`src/rtl/temp_monitor_pkg.sv`:
```
// Shared types and defaults for the temperature monitor.
package temp_mon_pkg;

    localparam int TEMP_W = 8;

    localparam int AVG_LOG2_DEF  = 3;
    localparam int HI_THRESH_DEF = 200;
    localparam int LO_THRESH_DEF = 180;
    localparam int DEBOUNCE_DEF  = 4;

    typedef enum logic [1:0] {
        NORMAL  = 2'd0,
        RISING  = 2'd1,
        ALARM   = 2'd2,
        FALLING = 2'd3
    } alarm_state_t;

endpackage

```
`src/rtl/temp_monitor_avg_window.sv`:
```
// Sliding window of the last 2^AVG_LOG2 accepted samples with a running sum.
// next_sum / next_full describe the window as it will be if the current
// sample is accepted, so the caller can act on the post-sample average.
module temp_avg_window
    import temp_mon_pkg::*;
#(
    parameter int AVG_LOG2 = AVG_LOG2_DEF
) (
    input  logic                       clk,
    input  logic                       reset,
    input  logic                       sample_en,
    input  logic [TEMP_W-1:0]          temp,
    output logic [TEMP_W+AVG_LOG2-1:0] sum,
    output logic [TEMP_W+AVG_LOG2-1:0] next_sum,
    output logic                       full,
    output logic                       next_full
);

    localparam int W  = 1 << AVG_LOG2;
    localparam int SW = TEMP_W + AVG_LOG2;

    logic [TEMP_W-1:0]   mem_q [W];
    logic [AVG_LOG2-1:0] wr_ptr_q;
    logic [AVG_LOG2:0]   fill_q;
    logic [SW-1:0]       sum_q;
    logic [TEMP_W-1:0]   oldest;

    // Until the window is full the slot being overwritten holds no real sample.
    assign oldest    = fill_q[AVG_LOG2] ? mem_q[wr_ptr_q] : '0;
    // Intermediate may wrap; the final window sum always fits in SW bits.
    assign next_sum  = sum_q + SW'(temp) - SW'(oldest);
    assign next_full = fill_q[AVG_LOG2] | (fill_q == (AVG_LOG2+1)'(W - 1));
    assign sum       = sum_q;
    assign full      = fill_q[AVG_LOG2];

    // Sample storage; contents are don't-care after reset.
    always_ff @(posedge clk) begin
        if (sample_en) begin
            mem_q[wr_ptr_q] <= temp;
        end
    end

    // Write pointer, fill count (saturates at W) and running sum.
    always_ff @(posedge clk) begin
        if (reset) begin
            wr_ptr_q <= '0;
            fill_q   <= '0;
            sum_q    <= '0;
        end else if (sample_en) begin
            wr_ptr_q <= wr_ptr_q + AVG_LOG2'(1);
            sum_q    <= next_sum;
            if (!fill_q[AVG_LOG2]) begin
                fill_q <= fill_q + (AVG_LOG2+1)'(1);
            end
        end
    end

endmodule

```
`src/rtl/temp_monitor.sv`:
```
// Temperature monitor: moving average, min/max statistics and a debounced
// over-temperature alarm with hysteresis.
// Optional min/max tracking is enabled by defining TEMP_MONITOR_MINMAX_EN.
module temp_monitor
    import temp_mon_pkg::*;
#(
    parameter int AVG_LOG2  = AVG_LOG2_DEF,
    parameter int HI_THRESH = HI_THRESH_DEF,
    parameter int LO_THRESH = LO_THRESH_DEF,
    parameter int DEBOUNCE  = DEBOUNCE_DEF
) (
    input  logic              clk,
    input  logic              reset,
    input  logic              sample_en,
    input  logic [TEMP_W-1:0] temp,
    input  logic              clear_stats,
    output logic [TEMP_W-1:0] avg,
    output logic              avg_valid,
    output logic [TEMP_W-1:0] min_temp,
    output logic [TEMP_W-1:0] max_temp,
    output logic              alarm,
    output logic [1:0]        alarm_state
);

    localparam int SW = TEMP_W + AVG_LOG2;
    localparam int CW = $clog2(DEBOUNCE + 1);
    localparam logic [TEMP_W-1:0] HI_T    = TEMP_W'(HI_THRESH);
    localparam logic [TEMP_W-1:0] LO_T    = TEMP_W'(LO_THRESH);
    localparam logic [CW-1:0]     DB_LAST = CW'(DEBOUNCE - 1);

    if (LO_THRESH >= HI_THRESH) begin : g_bad_thresh
        $error("temp_monitor: LO_THRESH must be below HI_THRESH");
    end
    if (DEBOUNCE < 1) begin : g_bad_debounce
        $error("temp_monitor: DEBOUNCE must be at least 1");
    end

    logic [SW-1:0]     sum;
    logic [SW-1:0]     next_sum;
    logic              full;
    logic              next_full;
    logic [TEMP_W-1:0] next_avg;
    logic              over;
    logic              under;
    logic              step;

    alarm_state_t      state_q, state_d;
    logic [CW-1:0]     cnt_q, cnt_d;
    logic [CW-1:0]     cnt_inc;

    temp_avg_window #(.AVG_LOG2(AVG_LOG2)) u_window (
        .clk       (clk),
        .reset     (reset),
        .sample_en (sample_en),
        .temp      (temp),
        .sum       (sum),
        .next_sum  (next_sum),
        .full      (full),
        .next_full (next_full)
    );

    assign avg       = sum[SW-1:AVG_LOG2];
    assign avg_valid = full;
    assign next_avg  = next_sum[SW-1:AVG_LOG2];
    assign over      = next_avg > HI_T;
    assign under     = next_avg < LO_T;
    // Only full-window averages may move the alarm FSM.
    assign step      = sample_en & next_full;
    assign cnt_inc   = cnt_q + CW'(1);

    // Alarm state and debounce counter register.
    always_ff @(posedge clk) begin
        if (reset) begin
            state_q <= NORMAL;
            cnt_q   <= '0;
        end else begin
            state_q <= state_d;
            cnt_q   <= cnt_d;
        end
    end

    // Hysteresis FSM: in-band averages reset a pending debounce.
    always_comb begin
        state_d = state_q;
        cnt_d   = cnt_q;
        if (step) begin
            unique case (state_q)
                NORMAL: begin
                    if (over) begin
                        if (DEBOUNCE == 1) begin
                            state_d = ALARM;
                        end else begin
                            state_d = RISING;
                            cnt_d   = CW'(1);
                        end
                    end
                end
                RISING: begin
                    if (!over) begin
                        state_d = NORMAL;
                        cnt_d   = '0;
                    end else if (cnt_q == DB_LAST) begin
                        state_d = ALARM;
                        cnt_d   = '0;
                    end else begin
                        cnt_d = cnt_inc;
                    end
                end
                ALARM: begin
                    if (under) begin
                        if (DEBOUNCE == 1) begin
                            state_d = NORMAL;
                        end else begin
                            state_d = FALLING;
                            cnt_d   = CW'(1);
                        end
                    end
                end
                FALLING: begin
                    if (!under) begin
                        state_d = ALARM;
                        cnt_d   = '0;
                    end else if (cnt_q == DB_LAST) begin
                        state_d = NORMAL;
                        cnt_d   = '0;
                    end else begin
                        cnt_d = cnt_inc;
                    end
                end
                default: begin
                    state_d = NORMAL;
                    cnt_d   = '0;
                end
            endcase
        end
    end

    assign alarm       = (state_q == ALARM) || (state_q == FALLING);
    assign alarm_state = state_q;

`ifdef TEMP_MONITOR_MINMAX_EN
    logic [TEMP_W-1:0] min_q;
    logic [TEMP_W-1:0] max_q;

    // Min/max of accepted samples; a clear coinciding with a sample restarts from it.
    always_ff @(posedge clk) begin
        if (reset) begin
            min_q <= 8'hFF;
            max_q <= 8'h00;
        end else if (clear_stats && sample_en) begin
            min_q <= temp;
            max_q <= temp;
        end else if (clear_stats) begin
            min_q <= 8'hFF;
            max_q <= 8'h00;
        end else if (sample_en) begin
            if (temp < min_q) min_q <= temp;
            if (temp > max_q) max_q <= temp;
        end
    end

    assign min_temp = min_q;
    assign max_temp = max_q;
`else
    logic unused_clear_stats;
    assign unused_clear_stats = clear_stats;
    assign min_temp = 8'hFF;
    assign max_temp = 8'h00;
`endif

endmodule

```
`config.mk`:
```
export PLATFORM = sky130hd
export DESIGN_NAME = temp_monitor
export DESIGN_NICKNAME = d
export VERILOG_FILES = /design/src/rtl/temp_monitor_pkg.sv /design/src/rtl/temp_monitor_avg_window.sv /design/src/rtl/temp_monitor.sv
export SDC_FILE = /design/constraint.sdc
export NUM_CORES = 1
export LEC_CHECK = 0
export CAP_MARGIN = 20
export CORE_MARGIN = 5
export CORE_UTILIZATION = 58
export DETAILED_ROUTE_END_ITERATION = 8
export GPL_TIMING_DRIVEN = 0
export HOLD_SLACK_MARGIN = 0.03
export PLACE_DENSITY = 0.8
export SETUP_SLACK_MARGIN = 0.4
export SYNTH_ARGS = -nofsm -noshare
export SYNTH_HDL_FRONTEND = slang
export SYNTH_HIERARCHICAL = 1
export SYNTH_SLANG_ARGS = --single-unit
```
`constraint.sdc`:
```
create_clock -name clk -period 6.3 [get_ports clk]
set_clock_uncertainty 0.1 [all_clocks]
set_input_delay 0.945 -clock clk [delete_from_list [all_inputs] [get_ports clk]]
set_output_delay 0.945 -clock clk [all_outputs]
set_load 0.05 [all_outputs]
```
* Yosys cells after proc, flatten, opt, wreduce, memory -nomap -nowiden
Memories as Yosys holds them, arrays and structs flattened. A register that Yosys moved wholly into a read port is not among the register bits. Index checks and enable logic that the tools add are counted.
Operators by class: add/sub/neg operators 5, order comparisons 2, equality and inequality tests 9, mux-type cells 19, bitwise operators 3, reduce and logical (&&, ||, !) cells 5
Operators by type and width (number):
- $mux 3 | 7
- $mux 2 | 6
- $pmux 3 s4 | 1
- $add 11x8->11 | 1
- $sub 11x8->11 | 1
- $gt 8x8->1 const B | 1
- $lt 8x8->1 const B | 1
- $mux 8 | 1
- $pmux 2 s4 | 1
- $add 3x1->3 const B | 2
- $ne 3x3->1 const B | 2
- $reduce_and 5->1 | 1
- $add 4x1->4 const B | 1
- $eq 2x2->1 const B | 2
- $eq 4x3->1 const B | 1
- $mux 4 | 1
- $ne 2x2->1 const B | 2
- $eq 3x2->1 const B | 1
- $reduce_and 3->1 | 1
- $eq 2x1->1 const B | 1
- $logic_not 2->1 | 1
- $mux 1 | 2
- $reduce_and 2->1 | 1
- $and 1x1->1 | 1
- other kinds (3) | 3
Word-level totals: bits in registers 23, bits in writable memories 64, input bits 12, output and inout port bits 28, logic and storage cells 50, memories 1
Memories:
- u_window.mem_q | depth 8, bits a word 8, rd ports 1, clocked after Yosys merged registers in 1, wr ports 1, RTL line temp_monitor_avg_window.sv:22 | logic [TEMP_W-1:0] mem_q [W];

* Depth between registers and ports, before layout
Gate-level depths: netlist of the first run.
word-level depth 5, gate-level depth with buffers 18, mapped depth without buffers 16

* Cells and area by module
Netlist of the first run, hierarchy kept.
By module, submodules not included:
- temp_avg_window | instances 1, cells each 293, area each 4048.9 µm², sequential area each 2342.2 µm²
- temp_monitor | instances 1, cells each 58, area each 479.2 µm², sequential area each 100.1 µm²

* Worst setup path before layout of the first run
Ideal clock, no wire load.
path type register to register, from register (tool-made name), to register cnt_q[2], setup time 0.122 ns, data arrival time 4.314 ns, required time 6.078 ns, setup slack 1.765 ns, stages on the path, launching flop included 18, path buffers 2, clock period less this slack 4.535 ns, cell sequence dfxtp_1 -> buf_2 -> buf_4 -> mux4_2 -> mux2i_1 -> nor2b_1 -> fa_1 -> inv_1 -> fa_1 -> a21o_1 -> a221oi_4 -> o21ai_0 -> xnor2_1 -> xnor2_1 -> nand3_1 -> o211ai_2 -> a21oi_1 -> o311a_1
RTL lines:
- end signal: assignment | RTL line temp_monitor.sv:78 | cnt_q <= cnt_d;
- end: declaration | RTL line temp_monitor.sv:48 | logic [CW-1:0] cnt_q, cnt_d;

==> metrics, run 1 <==
gr usage total between 15 and 20%; Critical R2R Capture cnt_q[0]; GR Overflow Total 0; Final min period ~5.2 ns; CTS-repair resized insts 0; WP buf/inv 3; Placer Congestion 0.927; Post-Syn Instances 351; Max Buffers Root-to-Sink 2; total power about 1.9 mW; n_diodes 0; crit path max fanout 10; CTS clk-pin slew, worst paths about 0.090 ns; Avg Inst Size Synth ~13 µm²; LEAKAGE between 1.5 and 2 nW; initial antenna violation count 0; crit-path max cell delay approximately 0.56 ns; Clock Power Share approximately 22%; post-synth top area share roughly 42%; Area contributors post-synth edfxtp_1 42%, dfxtp_1 11%, mux4_2 8.0%; vias in the first global route 2887; highest clock rate ~190 MHz; pre-CTS setup slack 1.12 ns; Routed WL 8960 µm; type of the worst setup path reg -> reg; # fillers ~560; Slew headroom between 30% and 40%; Setup Buffers After CTS 0; Synth area leader edfxtp_1; Hold Violations, Final 0; slack of the critical path approximately 1.1 ns; Core Util, Final around two thirds; setup TNS 0 ns; combinational share of power between 40% and 50%; top_reg_cell synth edfxtp_1; via/cell ratio roughly 5.6; FP Rows 32; Yosys warning count 6; sequential fraction of the synthesis area a little over half; Hold Path Stages 1; root buffer cell clkbuf_8; CTS tree built; Max Slew Vio Count 0; Reg2Reg Depth 17; # DRC 0; Die Wd just under 100 µm; Reg area between 2000 and 2500 µm²; Initial Util 59.2%; element type at the critical path start flip-flop; antenna-violating nets left 0; Reg power frac a little over a third; Avg WL per Cell around 18 µm; endpoints failing setup 0; global-route wire length before repair approximately 14000 µm; Max IR drop VDD around 0.26 mV; cts bufs inserted 9; DIE HEIGHT approximately 98 µm; Post-synth EDFFs 64; drt pass-1 iters 4; CP Capture Type flip-flop; port bufs 22; Top-Level Pins 40; status complete, no violations; placed cells 491; Post-Syn Area around 4500 µm²; max_cap viols 0; multi-input logic area 1820 µm²; flop-to-flop setup slack approximately 1.1 ns; period utilization about 83%; pin count of the biggest net entering global routing 19; DP HPWL 6260 µm; Critical Path End cnt_q[0]; Critical Path AT about 5.4 ns; core box area 7650 µm²; ys async rst share 0%; #FFs+latches synth 90; Hold WC Path Type reg -> reg; initial drt markers 237; CP Cell Sequence clkbuf_2, buf_1, mux4_2, mux2i_1, nor2b_1, fa_1, inv_1, fa_1, a21o_1, a221oi_4, o21ai_0, xnor2_1, xnor2_1, nand3_1, o211ai_2, a41oi_1, a211oi_1; critical path's top delay family compound AO/OA/AOI/OAI gates; Sink Count 90; die area a little under 10000 µm²; RSZ-0062 raised after global routing false; layout cells sized above 1 between 10% and 20%; Sw Share between 30% and 40%; Area growth syn-to-layout 13.9%; Final #Nets 434; Least-Margin Pin Slew ~0.99 ns; CP max-delay cell buf_1; Post-Layout Cell Count around 500; P_sw between 700 and 800 µW; power per cell area approximately 370 nW/µm²; Worst EP required approximately 6.5 ns; critical path depth 17; CTS Hold Bufs 0; internal power approximately 1.2 mW; Distinct cells, synth 50; CTS H-tree lvls 3; via count around 2800; clk_lat worst skew between 0.3 and 0.4 ns
-- worst reg2reg max path, stage by stage (launching register included) --
cell      delay (ns)
dfxtp_1         0.32
clkbuf_2        0.23
buf_1           0.57
mux4_2          0.41
mux2i_1         0.22
nor2b_1         0.09
fa_1            0.48
inv_1           0.07
fa_1            0.47
a21o_1          0.24
a221oi_4        0.38
o21ai_0         0.18
xnor2_1         0.17
xnor2_1         0.33
nand3_1         0.17
o211ai_2        0.31
a41oi_1         0.18
a211oi_1        0.24
-- per-layer routing --
layer	global-route usage, %	share of wire (%)
met5	0	0
met4	5.99	0.78
met3	4.00	5.2
met2	32.3	50
met1	25.5	44
-- power groups by stage --
stage	sequential, mW	combinational (mW)	clock (mW)
floorplan	0.778	0.558	0
global placement	0.711	0.778	0
detailed placement	0.713	0.790	0
CTS	0.700	0.796	0.429
global route	0.703	0.873	0.459
finish	0.699	0.801	0.420
-- Yosys cell counts (2+ instances only) --
| master | number |
|---|---|
| a21o_1 | 7 |
| nor2b_1 | 9 |
| o21a_1 | 2 |
| xor2_1 | 5 |
| buf_4 | 17 |
| nand4_1 | 3 |
| nand2b_1 | 4 |
| nand2_1 | 16 |
| and3_1 | 2 |
| nor2_1 | 24 |
| a31o_2 | 2 |
| o211ai_2 | 3 |
| clkbuf_1 | 4 |
| edfxtp_1 | 64 |
| a41oi_1 | 2 |
| fa_1 | 8 |
| conb_1 | 2 |
| buf_1 | 2 |
| inv_1 | 37 |
| nand3_1 | 3 |
| o21ai_0 | 4 |
| xnor2_1 | 9 |
| dfxtp_1 | 26 |
| a21oi_1 | 12 |
| mux2i_1 | 17 |
| ha_1 | 14 |
| mux4_2 | 16 |
| a211oi_1 | 3 |
| nor3_1 | 8 |
| buf_2 | 5 |
| o311ai_0 | 2 |
-- logic make-up after synthesis --
kind of cell	count (synthesis)	share of synthesized area (%)
buffers and inverters	67	7.13
adder cells (fa/ha/maj)	22	7.41
XOR/XNOR	14	2.71
multiplexers	33	11.7
flip-flops	90	53.9
AND/OR/NAND/NOR	77	8.84
AO/OA/AOI/OAI	46	8.10
other	2	0.166
-- flip-flops by register name, summed over array words and instances, names as in the netlist, named ones only --
register           count
u_window/fill_q        4
u_window/sum          11
cnt_q                  3
alarm_state            2
u_window/mem_q        64
u_window/wr_ptr_q      3
-- worst min path at each step --
stage / startpoint / endpoint / slack (ns)
after floorplan: cnt_q[2] / cnt_q[2] / 0.34
after global placement: cnt_q[2] / cnt_q[2] / 0.34
after detailed placement: cnt_q[2] / cnt_q[2] / 0.35
after CTS: cnt_q[2] / cnt_q[2] / 0.36
after global routing: cnt_q[2] / cnt_q[2] / 0.39
final: cnt_q[2] / cnt_q[2] / 0.36
-- cell usage in the layout, fill, tap and decap left out, types with 4 or more instances in the layout --
master,n
a21o_1,7
a21oi_1,12
buf_2,5
buf_4,19
clkbuf_1,4
clkbuf_8,9
clkdlybuf4s50_1,22
conb_1,16
dfxtp_1,26
edfxtp_1,64
fa_1,8
ha_1,14
inv_1,37
mux2i_1,17
mux4_2,16
nand2_1,16
nand2b_1,4
nor2_1,24
nor2b_1,9
nor3_1,8
o21ai_0,4
xnor2_1,9
xor2_1,5
-- final cells by class --
| type | instances | area share, % |
|---|---|---|
| inverters | 38 | 2.77 |
| plain buffers | 29 | 3.49 |
| well taps | 102 | 2.48 |
| repair buffers | 24 | 4.56 |
| multi-input cells | 208 | 35.2 |
| clock inverters | 7 | 1.72 |
| clock buffers | 9 | 2.40 |
| flip-flops and latches | 90 | 47.4 |
-- through the flow --
stage / area [µm²] / hold slack [ns]
final: 5160 / 0.362
after global routing: 5160 / 0.393
after CTS: 5160 / 0.361
after floorplan: 4580 / 0.336
after global placement: 4930 / 0.344
after detailed placement: 4940 / 0.347
(Power assumes the default switching activity.)
==> run 2: changes to the inputs <==
Settings changed: CORE_UTILIZATION 58 to 52, PLACE_DENSITY 0.8 to 0.76.
Clock period 6.3 ns to 4.7 ns, I/O delays scaled along.
==> run 2 against run 1 <==
Effect of this change: die area is 10% higher; critical path depth rose by 3; register-to-register slack got worse by 0.82 ns; combinational power is 95% higher; clock power is 36% higher; wire length is 4.1% higher; core utilization shrank 2.1 points; count of clock-buffer cells in the layout is the same; total power increased by 60%; global-route usage fell by 0.58 points; largest cell class unchanged; largest power group unchanged; highest routed layer unchanged.
==> metrics, run 2 (synthesized netlist as in run 1, its figures left out) <==
core box area 8590 µm² (+12%); Hold WC Path Type reg -> reg; gr usage total 18.7% (-0.58 points); period utilization 94.8% (+12 points); most common cell after layout, fill and taps aside edfxtp_1; # fillers 605 (+9.0%); Hold WS 0.358 ns (-0.00407 ns); Area growth syn-to-layout 23.9%; vias in the first global route 2929 (+1.5%); Slew headroom 38.9% (+5.3 points); layout cells sized above 1 26.9% (+9.9 points); n_diodes 0 (unchanged); Least-Margin Pin Slew 0.913 ns (-0.0790 ns); CTS H-tree lvls 3 (unchanged); P_sw 1.15 mW (+54%); max reg flops 64 (unchanged); Core Util, Final 65.3% (-2.1 points); via count 2907 (+2.8%); status complete, no violations; CP Capture Type flip-flop; combinational share of power 50.8% (+9.1 points); highest clock rate 224 MHz (+18%); Initial Util 52.7% (-6.5 points); port bufs 22 (unchanged); Top reg by flops u_window/mem_q; Critical Path AT 4.60 ns (-0.80 ns); initial antenna violation count 0 (unchanged); clk_lat worst skew 0.35 ns (about the same); Sink Count 90 (unchanged); die area 10700 µm² (+10%); max_cap viols 0 (unchanged); Max IR drop VDD 0.286 mV (+9.3%); type of the worst setup path reg -> reg; crit path max fanout 6 (-4); endpoints failing setup 0 (unchanged); global-route wire length before repair 14800 µm (+2.2%); total power 3.07 mW (+60%); most frequent cells in the layout 64 x edfxtp_1, 35 x inv_1, 34 x buf_4; Final min period 4.45 ns (-0.781 ns); Sw Share 37.3% (-1.4 points); CTS tree built; Clock Power Share 18.6% (-3.3 points); CTS clk-pin slew, worst paths 0.09 ns (about the same); Die Wd 103 µm (+5.0%); Hold Violations, Final 0 (unchanged); Placer Congestion 0.826 (-11%); Avg WL per Cell 17.4 µm (-1.4%); root buffer cell clkbuf_8; DIE HEIGHT 103 µm (+5.0%); cts bufs inserted 9 (unchanged); Max Buffers Root-to-Sink 2 (unchanged); slack of the critical path 0.245 ns (-0.819 ns); Post-Layout Cell Count 535 (+5.5%); CTS Hold Bufs 0 (unchanged); RSZ-0062 raised after global routing true; LEAKAGE 2.12 nW (+8.4%); GR Overflow Total 0 (unchanged); internal power 1.92 mW (+63%); pre-CTS setup slack -0.139 ns (-1.26 ns); drt pass-1 iters 4 (unchanged); DP HPWL 6330 µm (+1.0%); # DRC 0 (unchanged); Final #Nets 457 (+5.3%); pin count of the biggest net entering global routing 16 (-3); Reg power frac 30.5% (-5.9 points); Routed WL 9320 µm (+4.1%); via/cell ratio 5.43 (-2.6%); Worst EP required 4.85 ns (-1.62 ns); initial drt markers 194 (-18%); Top-Level Pins 40 (unchanged); FP Rows 34 (+6.3%); antenna-violating nets left 0 (unchanged); Max Slew Vio Count 0 (unchanged); placed cells 497 (+1.2%); element type at the critical path start flip-flop; power per cell area 547 nW/µm² (+47%)
[run 2: worst paths after layout]
kind | start | to | slack [ns] | cells past startpoint
max | flip-flop | cnt_q[1] | 0.25 | 20
max reg2reg | flip-flop | cnt_q[1] | 0.25 | 20
min reg2reg | cnt_q[2] | cnt_q[2] | 0.36 | 1
min | cnt_q[2] | cnt_q[2] | 0.36 | 1
[run 2: critical path, cell delays in order (launching register included)]
cell and delay, ns:
dfxtp_2 0.33, buf_6 0.13, buf_12 0.11, buf_16 0.11, buf_6 0.09, mux4_2 0.51, mux2i_1 0.14, nor2b_1 0.08
fa_1 0.55, inv_2 0.05, ha_4 0.24, and3_4 0.15, a221oi_4 0.31, buf_4 0.18, nand3b_4 0.14, nand2_4 0.07
xor2_4 0.17, o211a_1 0.16, o211ai_4 0.29, a2111oi_4 0.12, a311o_1 0.33
[run 2: power groups by stage]
stage | registers (mW) | clock network [mW] | logic, mW
2_1_floorplan | 1.04 | 0 | 0.756
3_3_place_gp | 0.953 | 0 | 1.06
6_report | 0.937 | 0.571 | 1.56
3_5_place_dp | 0.955 | 0 | 1.08
5_1_grt | 0.944 | 0.617 | 1.68
4_1_cts | 0.938 | 0.581 | 1.34
[run 2: final cells by class]
class	instances	area, µm²	share of cell area [%]
plain buffers	29	215	3.84
clock buffers	9	124	2.21
clock inverters	6	88.8	1.58
inverters	38	143	2.54
multi-input cells	208	2000	35.6
flip-flops and latches	90	2440	43.6
well taps	108	135	2.41
repair buffers	47	464	8.27
[run 2: repair_timing]
item | CTS | global route
endpoints found under the setup margin | 5 | 5
resized for setup | 23 | 14
setup buffers | 17 | 5
pin swaps | 15 | 20
gates cloned | 1 | 0
[run 2: routing by layer]
layer,part of all wire (%),vias to the layer above,global-route usage [%]
li1,-,1377,-
met1,41,1437,24.1
met2,52,80,33.0
met3,5.8,13,3.09
met4,1.1,0,5.18
met5,0,-,0
[run 2: through the flow]
stage,instance area [µm²],setup TNS (ns)
after global placement,4960,-0.0965
after CTS,5490,0
after floorplan,4600,0
final,5610,0
after detailed placement,4970,-0.375
after global routing,5610,0
